[src/rtl/uart_pkg.sv]
// uart_pkg: definitions shared by the UART transmitter and the future receiver.
//   uart_state_t : serialiser frame state
//   baud_div()   : clock cycles per bit time (integer divide)
package uart_pkg;

  typedef enum logic [1:0] {IDLE, START, DATA, STOP} uart_state_t;

  function automatic int baud_div(input int clk_hz, input int baud);
    return clk_hz / baud;
  endfunction

endpackage

[src/rtl/sync_fifo.sv]
// sync_fifo: single-clock FIFO, DEPTH entries (power of two, >= 2), all usable.
// Ports:
//   clk, rst            clock, async active-high reset (empties the FIFO)
//   push, push_data     write request; ignored while full
//   pop, pop_data       read request; pop_data shows the head (valid when !empty)
//   full, empty         registered status flags
//   level               occupancy 0..DEPTH
module sync_fifo #(
  parameter int DEPTH = 64,
  parameter int WIDTH = 8
) (
  input  logic                     clk,
  input  logic                     rst,
  input  logic                     push,
  input  logic [WIDTH-1:0]         push_data,
  input  logic                     pop,
  output logic [WIDTH-1:0]         pop_data,
  output logic                     full,
  output logic                     empty,
  output logic [$clog2(DEPTH):0]   level
);

  localparam int PW = $clog2(DEPTH);
  localparam int LW = PW + 1;

  logic [WIDTH-1:0] mem [DEPTH];
  logic [PW-1:0]    wr_ptr, rd_ptr;
  logic             do_push, do_pop;
  logic [LW-1:0]    lvl_nxt;

  assign do_push  = push & ~full;
  assign do_pop   = pop & ~empty;
  assign pop_data = mem[rd_ptr];

  always_comb begin
    lvl_nxt = level;
    case ({do_push, do_pop})
      2'b10:   lvl_nxt = level + 1'b1;
      2'b01:   lvl_nxt = level - 1'b1;
      default: lvl_nxt = level;
    endcase
  end

  // storage needs no reset: empty flag guards every read
  always_ff @(posedge clk)
    if (do_push) mem[wr_ptr] <= push_data;

  // pointers wrap naturally since DEPTH is a power of two; flags are
  // computed from the next level so they stay glitch-free registers
  always_ff @(posedge clk or posedge rst) begin
    if (rst) begin
      wr_ptr <= '0;
      rd_ptr <= '0;
      level  <= '0;
      full   <= 1'b0;
      empty  <= 1'b1;
    end else begin
      if (do_push) wr_ptr <= wr_ptr + 1'b1;
      if (do_pop)  rd_ptr <= rd_ptr + 1'b1;
      level <= lvl_nxt;
      full  <= (lvl_nxt == LW'(DEPTH));
      empty <= (lvl_nxt == '0);
    end
  end

endmodule

[src/rtl/uart_tx_fifo.sv]
// uart_tx_fifo: buffered 8N1 UART transmitter, LSB first.
// Ports:
//   clk, rst            system clock, async active-high reset
//   in_data/in_valid    byte stream in; accepted when in_valid & in_ready
//   in_ready            FIFO not full (registered)
//   uart_tx             serial line, idle high, registered
//   busy                frame in progress or bytes queued
//   level               FIFO occupancy 0..DEPTH
//   overflow            sticky: a byte was offered while in_ready was low
module uart_tx_fifo
  import uart_pkg::*;
#(
  parameter int CLK_HZ = 100_000_000,
  parameter int BAUD   = 115200,
  parameter int DEPTH  = 64,
  parameter int LVL_W  = $clog2(DEPTH) + 1
) (
  input  logic             clk,
  input  logic             rst,
  input  logic [7:0]       in_data,
  input  logic             in_valid,
  output logic             in_ready,
  output logic             uart_tx,
  output logic             busy,
  output logic [LVL_W-1:0] level,
  output logic             overflow
);

  localparam int BAUD_DIV = baud_div(CLK_HZ, BAUD);
  localparam int BW       = (BAUD_DIV > 1) ? $clog2(BAUD_DIV) : 1;
  localparam logic [BW-1:0] BAUD_TC = BW'(BAUD_DIV - 1);

  uart_state_t   state;
  logic [BW-1:0] baud_cnt;
  logic [2:0]    bit_cnt;
  logic [7:0]    shreg, fifo_dout;
  logic          fifo_full, fifo_empty, baud_tc, pop, tx_q;

  sync_fifo #(.DEPTH(DEPTH), .WIDTH(8)) u_fifo (
    .clk       (clk),
    .rst       (rst),
    .push      (in_valid),
    .push_data (in_data),
    .pop       (pop),
    .pop_data  (fifo_dout),
    .full      (fifo_full),
    .empty     (fifo_empty),
    .level     (level)
  );

  assign baud_tc  = (baud_cnt == BAUD_TC);
  // pop from IDLE, or on the last stop-bit cycle so frames abut
  assign pop      = ~fifo_empty & ((state == IDLE) | ((state == STOP) & baud_tc));
  assign in_ready = ~fifo_full;
  assign uart_tx  = tx_q;
  assign busy     = (state != IDLE) | (level != '0);

  // tx_q follows the state one cycle later; every state lasts BAUD_DIV
  // cycles so the line keeps exact bit timing, just shifted by one clock
  always_ff @(posedge clk or posedge rst) begin
    if (rst) begin
      state    <= IDLE;
      baud_cnt <= '0;
      bit_cnt  <= '0;
      shreg    <= '0;
      tx_q     <= 1'b1;
    end else begin
      case (state)
        START:   tx_q <= 1'b0;
        DATA:    tx_q <= shreg[bit_cnt];
        default: tx_q <= 1'b1;
      endcase

      case (state)
        IDLE: begin
          if (!fifo_empty) begin
            shreg    <= fifo_dout;
            baud_cnt <= '0;
            state    <= START;
          end
        end
        START: begin
          if (baud_tc) begin
            baud_cnt <= '0;
            bit_cnt  <= '0;
            state    <= DATA;
          end else begin
            baud_cnt <= baud_cnt + 1'b1;
          end
        end
        DATA: begin
          if (baud_tc) begin
            baud_cnt <= '0;
            if (bit_cnt == 3'd7) state   <= STOP;
            else                 bit_cnt <= bit_cnt + 1'b1;
          end else begin
            baud_cnt <= baud_cnt + 1'b1;
          end
        end
        STOP: begin
          if (baud_tc) begin
            baud_cnt <= '0;
            if (!fifo_empty) begin
              shreg <= fifo_dout;
              state <= START;
            end else begin
              state <= IDLE;
            end
          end else begin
            baud_cnt <= baud_cnt + 1'b1;
          end
        end
        default: state <= IDLE;
      endcase
    end
  end

  always_ff @(posedge clk or posedge rst) begin
    if (rst)                        overflow <= 1'b0;
    else if (in_valid && !in_ready) overflow <= 1'b1;
  end

endmodule

[config.mk]
export PLATFORM = sky130hd
export DESIGN_NAME = uart_tx_fifo
export DESIGN_NICKNAME = d
export VERILOG_FILES = /design/src/rtl/uart_pkg.sv /design/src/rtl/sync_fifo.sv /design/src/rtl/uart_tx_fifo.sv
export SDC_FILE = /design/constraint.sdc
export NUM_CORES = 1
export LEC_CHECK = 0
export CORE_UTILIZATION = 35
export CTS_BUF_LIST = sky130_fd_sc_hd__clkbuf_8 sky130_fd_sc_hd__clkbuf_16
export CTS_CLUSTER_SIZE = 16
export DETAILED_ROUTE_END_ITERATION = 7
export SYNTH_ARGS = -nofsm -noshare
export SYNTH_HDL_FRONTEND = slang
export SYNTH_SLANG_ARGS = --single-unit
[constraint.sdc]
create_clock -name clk -period 3.8 [get_ports clk]
set_input_delay 0.57 -clock clk [delete_from_list [all_inputs] [get_ports clk]]
set_output_delay 0.57 -clock clk [all_outputs]
set_load 0.01 [all_outputs]
# Word-level counts from Yosys, hierarchy flattened
# Memories as Yosys holds them, arrays and structs flattened.
# Index checks and enable logic that the tools add are counted.
# W data, S select, Z words.
# op_classes
addsub	6
magnitude_cmp	1
n_eq_ne	14
n_mux	23
bitwise	8
n_reduce_logical	11
# ops
op	count
$mux W10	2
$pmux W10 S2	1
$mux W8	2
$pmux W8 S2	1
$pmux W7 S2	1
$add A6 B1 Y6 const B	2
$ne A2 B2 Y1 const B	6
$add A10 B1 Y10 const B	1
$eq A10 B10 Y1 const B	1
$mux W2	5
$mux W3	3
$pmux W2 S4	1
$add A7 B1 Y7 const B	1
$eq A7 B7 Y1 const B	1
$logic_not A7 Y1	1
$reduce_bool A7 Y1	1
$sub A7 B1 Y7 const B	1
$eq A2 B2 Y1 const B	3
$pmux W3 S2	1
$reduce_bool A2 Y1	3
$reduce_and A5 Y1	1
$and A1 B1 Y1	4
$eq A2 B1 Y1 const B	2
$lt A3 B4 Y1 const B	1
12 further kinds	17
# word_totals
register_bits	46
ram_bits	512
out_inout_bits	11
word_cells	75
mem_count	1
# memory_table
memory	depth	width	read_ports	rd_clocked_by_memory_dff	write_ports	line	rtl
u_fifo.mem	64	8	1	0	1	sync_fifo.sv:26	logic [WIDTH-1:0] mem [DEPTH];

# Logic depth before layout (Yosys ltp)
# logic_depth
depth_word	8
ltp_mapped	15
depth_no_buf	14

# Hierarchy
# From an unflattened synthesis, not the netlist that was laid out.
# hier_totals
hier_cells	1146
area_unflattened_um2	22311.4
# modules_own_cells
module	instances	cells_per_inst	area_per_inst_um2
sync_fifo	1	1018	20868.8
uart_tx_fifo	1	128	1442.6

# Least setup slack after synthesis
# Ideal clock, no wire load.
# synth_path
kind	register to register
from	reg baud_cnt[0]
to	reg u_fifo.full
arrival_time_ns	3.134
t_required_ns	3.727
setup_slack_ns	0.593
stages_incl_launch_ff	16
path_buffers	1
synth_period_minus_slack_ns	3.207
path_cell_list	dfrtp_1 > ha_1 > nor4bb_1 > and4_1 > buf_2 > a21oi_1 > nor2_1 > ha_1 > inv_1 > fa_1 > nor2b_1 > o21a_1 > o21a_1 > o311ai_0 > a211o_1 > nor2b_1
# synth_between
elab_chain_cells	8
elab_cells_between_ends	9
cone_classes	eq/ne: 4; mux: 1; bitwise: 4
# synth_lines
element	line	rtl
from (decl)	uart_tx_fifo.sv:34	logic [BW-1:0] baud_cnt;
from (signal assigned)	uart_tx_fifo.sv:88	baud_cnt <= baud_cnt + 1'b1;
from (signal assigned)	uart_tx_fifo.sv:97	baud_cnt <= baud_cnt + 1'b1;
from (signal assigned)	uart_tx_fifo.sv:110	baud_cnt <= baud_cnt + 1'b1;
$eq A10 B10 Y1 *	uart_tx_fifo.sv:51	assign baud_tc = (baud_cnt == BAUD_TC);
$and A1 B1 Y1 *	uart_tx_fifo.sv:53	assign pop = ~fifo_empty & ((state == IDLE) | ((state == STOP) & baud_tc));
$or A1 B1 Y1 *	uart_tx_fifo.sv:53	
$and A1 B1 Y1 *	uart_tx_fifo.sv:53	
$and A1 B1 Y1 *	sync_fifo.sv:32	assign do_pop = pop & ~empty;
via u_fifo.do_pop	sync_fifo.sv:28	logic do_push, do_pop;
$eq A2 B1 Y1 or $eq A2 B2 Y1 (tied branches)	sync_fifo.sv:37	case ({do_push, do_pop})
$pmux W7 S2 *	sync_fifo.sv:37	
$eq A7 B7 Y1 *	sync_fifo.sv:61	full <= (lvl_nxt == LW'(DEPTH));
to (signal assigned)	sync_fifo.sv:61	
to (decl)	sync_fifo.sv:18	output logic full,
# The timed path passes the listed nets; every way through them passes the cells marked *.
# A chain may end at the register's enable or synchronous reset.

# Final worst setup path
# Ends and elaborated chain as after synthesis.

==> results by group <==
Pwr
  – NetSw: 3.04 mW
  – Gate power share: 0.069
  – Power per cell area: between 500 and 600 nW/um^2
  – Sequential power share: 0.531
  – Switching Fraction: 0.227
  – Peak VDD IR: 0.392 mV
  – Clk pwr share: 0.400
  – Pleak: 8.58 nW
  – Internal: slightly above 10 mW

Run
  – # Max-Cap Violations: 0

Clock network
  – TritonCTS buffer count: 55
  – Root Buffer: clkbuf_16
  – TritonCTS clock tree: built
  – Post_cts resized: 0
  – Max Root-Sink Buffers: 3
  – Clock Latency Late Sink: 610 ps
  – Setup repair bufs after CTS: 0
  – Clock Sinks: 558
  – H-tree Lvls: 2
  – Worst-path clk slew: 60 ps
  – CTS Hold Bufs: 0

Route
  – Residual DRC count: 0
  – Routed wire per std cell: 23.2 um
  – Total number of vias: 11320
  – Initial detailed-routing violation count: ~890
  – Routed vias/inst: around 5.2
  – Antenna-violating nets left: 0
  – First-pass DRT Iterations: 5
  – Final WL: 50.3 mm

Synthesis
  – Largest family of logic cells by synthesized area: multiplexers
  – Post-Synth Adder-Cell Area: 0.00985
  – Post-synth EDFFs: 512
  – Post-synthesis average cell area: approximately 19 um^2
  – Flops & latches, synth: 558
  – Fraction of registers with async set/reset: 0.0824
  – Proportion of synthesized area in mux cells: 0.142
  – Post-synthesis simple-gate area fraction: 0.0381
  – Synth top area share: 0.688
  – Yosys top cell by area: edfxtp_1
  – Netlist area before placement: 22400 um^2
  – Synth top area cells: edfxtp_1 69%, mux4_2 10%, dfrtp_1 4.9%
  – Post-synthesis sequential area ratio: 0.739
  – Post-Synth XOR/XNOR Area: 0.00627
  – Distinct cell type count after synthesis: 59
  – Synth Area in Compound Gates: 0.0463
  – Ys Warns: 0
  – Gate Count Post-Synth: 1174
  – Syn_nets: 1202
  – Primary FF master, synth: edfxtp_1

Layout
  – Post-route insts no fill: 2171
  – Post-route cell area: 25700 um^2
  – FILL cells: between 5000 and 6000
  – Share of layout cells above drive strength 1: 0.223
  – Diode count: 0
  – Area growth syn-to-layout: 15.1%
  – Multi-input logic area: between 5000 and 6000 um^2
  – FF+latch area: between 15000 and 20000 um^2
  – Final net count: 1310

Timing
  – Setup Viol. Count Final: 0
  – Hold Vio Cnt, Final: 0
  – RSZ-0062 raised after global routing: false
  – Period minus WS final: 3420 ps
  – Final Cycle Share: 0.900
  – Post-route setup TNS: 0 ps
  – Max-slew headroom: 0.273
  – Worst-margin pin slew: roughly 1100 ps
  – Layout Skew: 20.7 ps
  – Max Clock Freq: 292 MHz
  – Final Max Tran Viols: 0

Worst setup path
  – Buf/Inv on CP: 1
  – Worst stage delay on the critical path: 420 ps
  – Maximum fanout along the worst path: 8
  – Crit end category: flop
  – Critical path's top delay family: simple AND/OR/NAND/NOR gates
  – Crit path DAT: 3950 ps
  – Critical path class: reg2reg
  – Crit start category: flop
  – Required time of the critical path: 4330 ps
  – Cell Chain, Critical Path: ha_1 -> nor4bb_1 -> and4_1 -> a21oi_1 -> nor2_1 -> ha_1 -> inv_1 -> fa_1 -> nor2b_1 -> o21a_1 -> o21a_1 -> o311ai_0 -> a211o_1 -> nor2b_1
  – Crit path max-delay cell type: fa_1

Placement
  – Area post-placement: 24000 um^2
  – Routability cong.: between 0.8 and 0.9
  – PortBufs: 21
  – HPWL Detailed: 31.9 mm
  – Cell count after placement: roughly 2100

GRT
  – First-pass GRT wire length: 75.9 mm
  – Vias in the first global route: 11694
  – Initial antenna violation count: 1
  – GR Overflow Total: 0
  – Largest net degree at the start of global routing: 51
  – GRT Total Usage: 0.160

Die
  – Placement Rows: 92
  – Initial core utilization: 0.354
  – Die height: 255 um
  – Die Footprint: about 65000 um^2
  – Core Footprint: 63100 um^2
  – Die width: 255 um
  – Ports: 22

Min path
  – Hold Path Class: reg2reg

Run status
  – Status: finished clean
layer usage:
metal  up-vias  track usage  routed length (um)
li1       5000            -                   -
met5         -            0                  13
met1      5944        0.230               22900
met4         2       0.0496                1200
met2       301        0.249               23600
met3        73       0.0250                2510
cell usage in the layout (no fill, tap or decap), types with 19 or more instances in the layout:
master	instances
inv_1	19
a21oi_1	23
mux4_2	100
nand2_1	34
mux2i_1	60
buf_4	89
dfrtp_1	41
edfxtp_1	512
clkbuf_16	55
nor2_1	88
cell type report:
| class | count | area share |
|---|---|---|
| clock buffers | 55 | 0.0535 |
| clock inverters | 45 | 0.0155 |
| inverters | 11 | 0.00160 |
| multi-input cells | 543 | 0.211 |
| flip-flops and latches | 558 | 0.643 |
| well taps | 846 | 0.0411 |
| repair buffers | 113 | 0.0349 |
power by group through the flow:
stage	Combinational, mW	Clock, mW	Sequential, mW
after floorplan	0.487	0	7.18
after global placement	0.920	0	7.24
after detailed placement	0.938	0	7.25
after CTS	0.942	5.50	7.12
after global routing	1.02	5.74	7.14
final	0.930	5.38	7.13
registers in the layout, indices dropped and copies added (netlist names), 2 cells and up:
signal and cells:
u_fifo.mem 512, baud_cnt 10, shreg 8, u_fifo.level 7
u_fifo.rd_ptr 6, u_fifo.wr_ptr 6, bit_cnt 3, state 2
metrics by stage:
step	hold WS (ps)	utilization	setup slack, ps	power [mW]
floorplan	442	-	593	7.67
global placement	442	0.380	489	8.16
detailed placement	451	0.380	395	8.19
CTS	433	0.408	348	13.6
global route	463	0.408	102	13.9
finish	461	0.408	380	13.4
cell usage after synthesis, types with 7 or more instances:
master,count
clkbuf_1,23
mux2i_1,60
a22o_1,14
nand3_1,13
nor2_1,88
a21oi_1,23
o221ai_1,8
mux4_1,8
xor2_1,7
a211oi_1,11
nor2b_1,13
buf_6,9
buf_2,16
nand2_1,34
xnor2_1,9
inv_1,11
o22ai_1,17
a22oi_1,18
nor4_1,7
mux2_2,10
dfrtp_1,44
ha_1,16
o21ai_0,18
buf_4,8
edfxtp_1,512
mux4_2,100
worst paths after layout:
check                             from                to  slack [ps]  cells past startpoint
max                        baud_cnt[0]       u_fifo.full         380                     14
min                           overflow          overflow         460                      1
max reg2reg                baud_cnt[0]       u_fifo.full         380                     14
min reg2reg                   overflow          overflow         460                      1
max in group asynchronous          rst  u_fifo.rd_ptr[0]        2540                      2
min in group asynchronous          rst       baud_cnt[3]         530                      2
cells by family (layout without fill, tap and decap cells):
| kind of cell | Yosys count | after routing |
|---|---|---|
| buf+inv | 73 | 224 |
| flops | 558 | 558 |
| mux | 178 | 178 |
| xor+xnor | 16 | 16 |
| compound gates | 148 | 148 |
| fa+ha+maj | 17 | 17 |
| simple gates | 184 | 184 |
worst reg2reg max path, stage by stage (launching register included):
cell and delay [ps]:
dfrtp_1 400, ha_1 240, nor4bb_1 210, and4_1 360
a21oi_1 100, nor2_1 160, ha_1 300, inv_1 160
fa_1 420, nor2b_1 130, o21a_1 170, o21a_1 170
o311ai_0 150, a211o_1 280, nor2b_1 110
(Power assumes the default switching activity.)
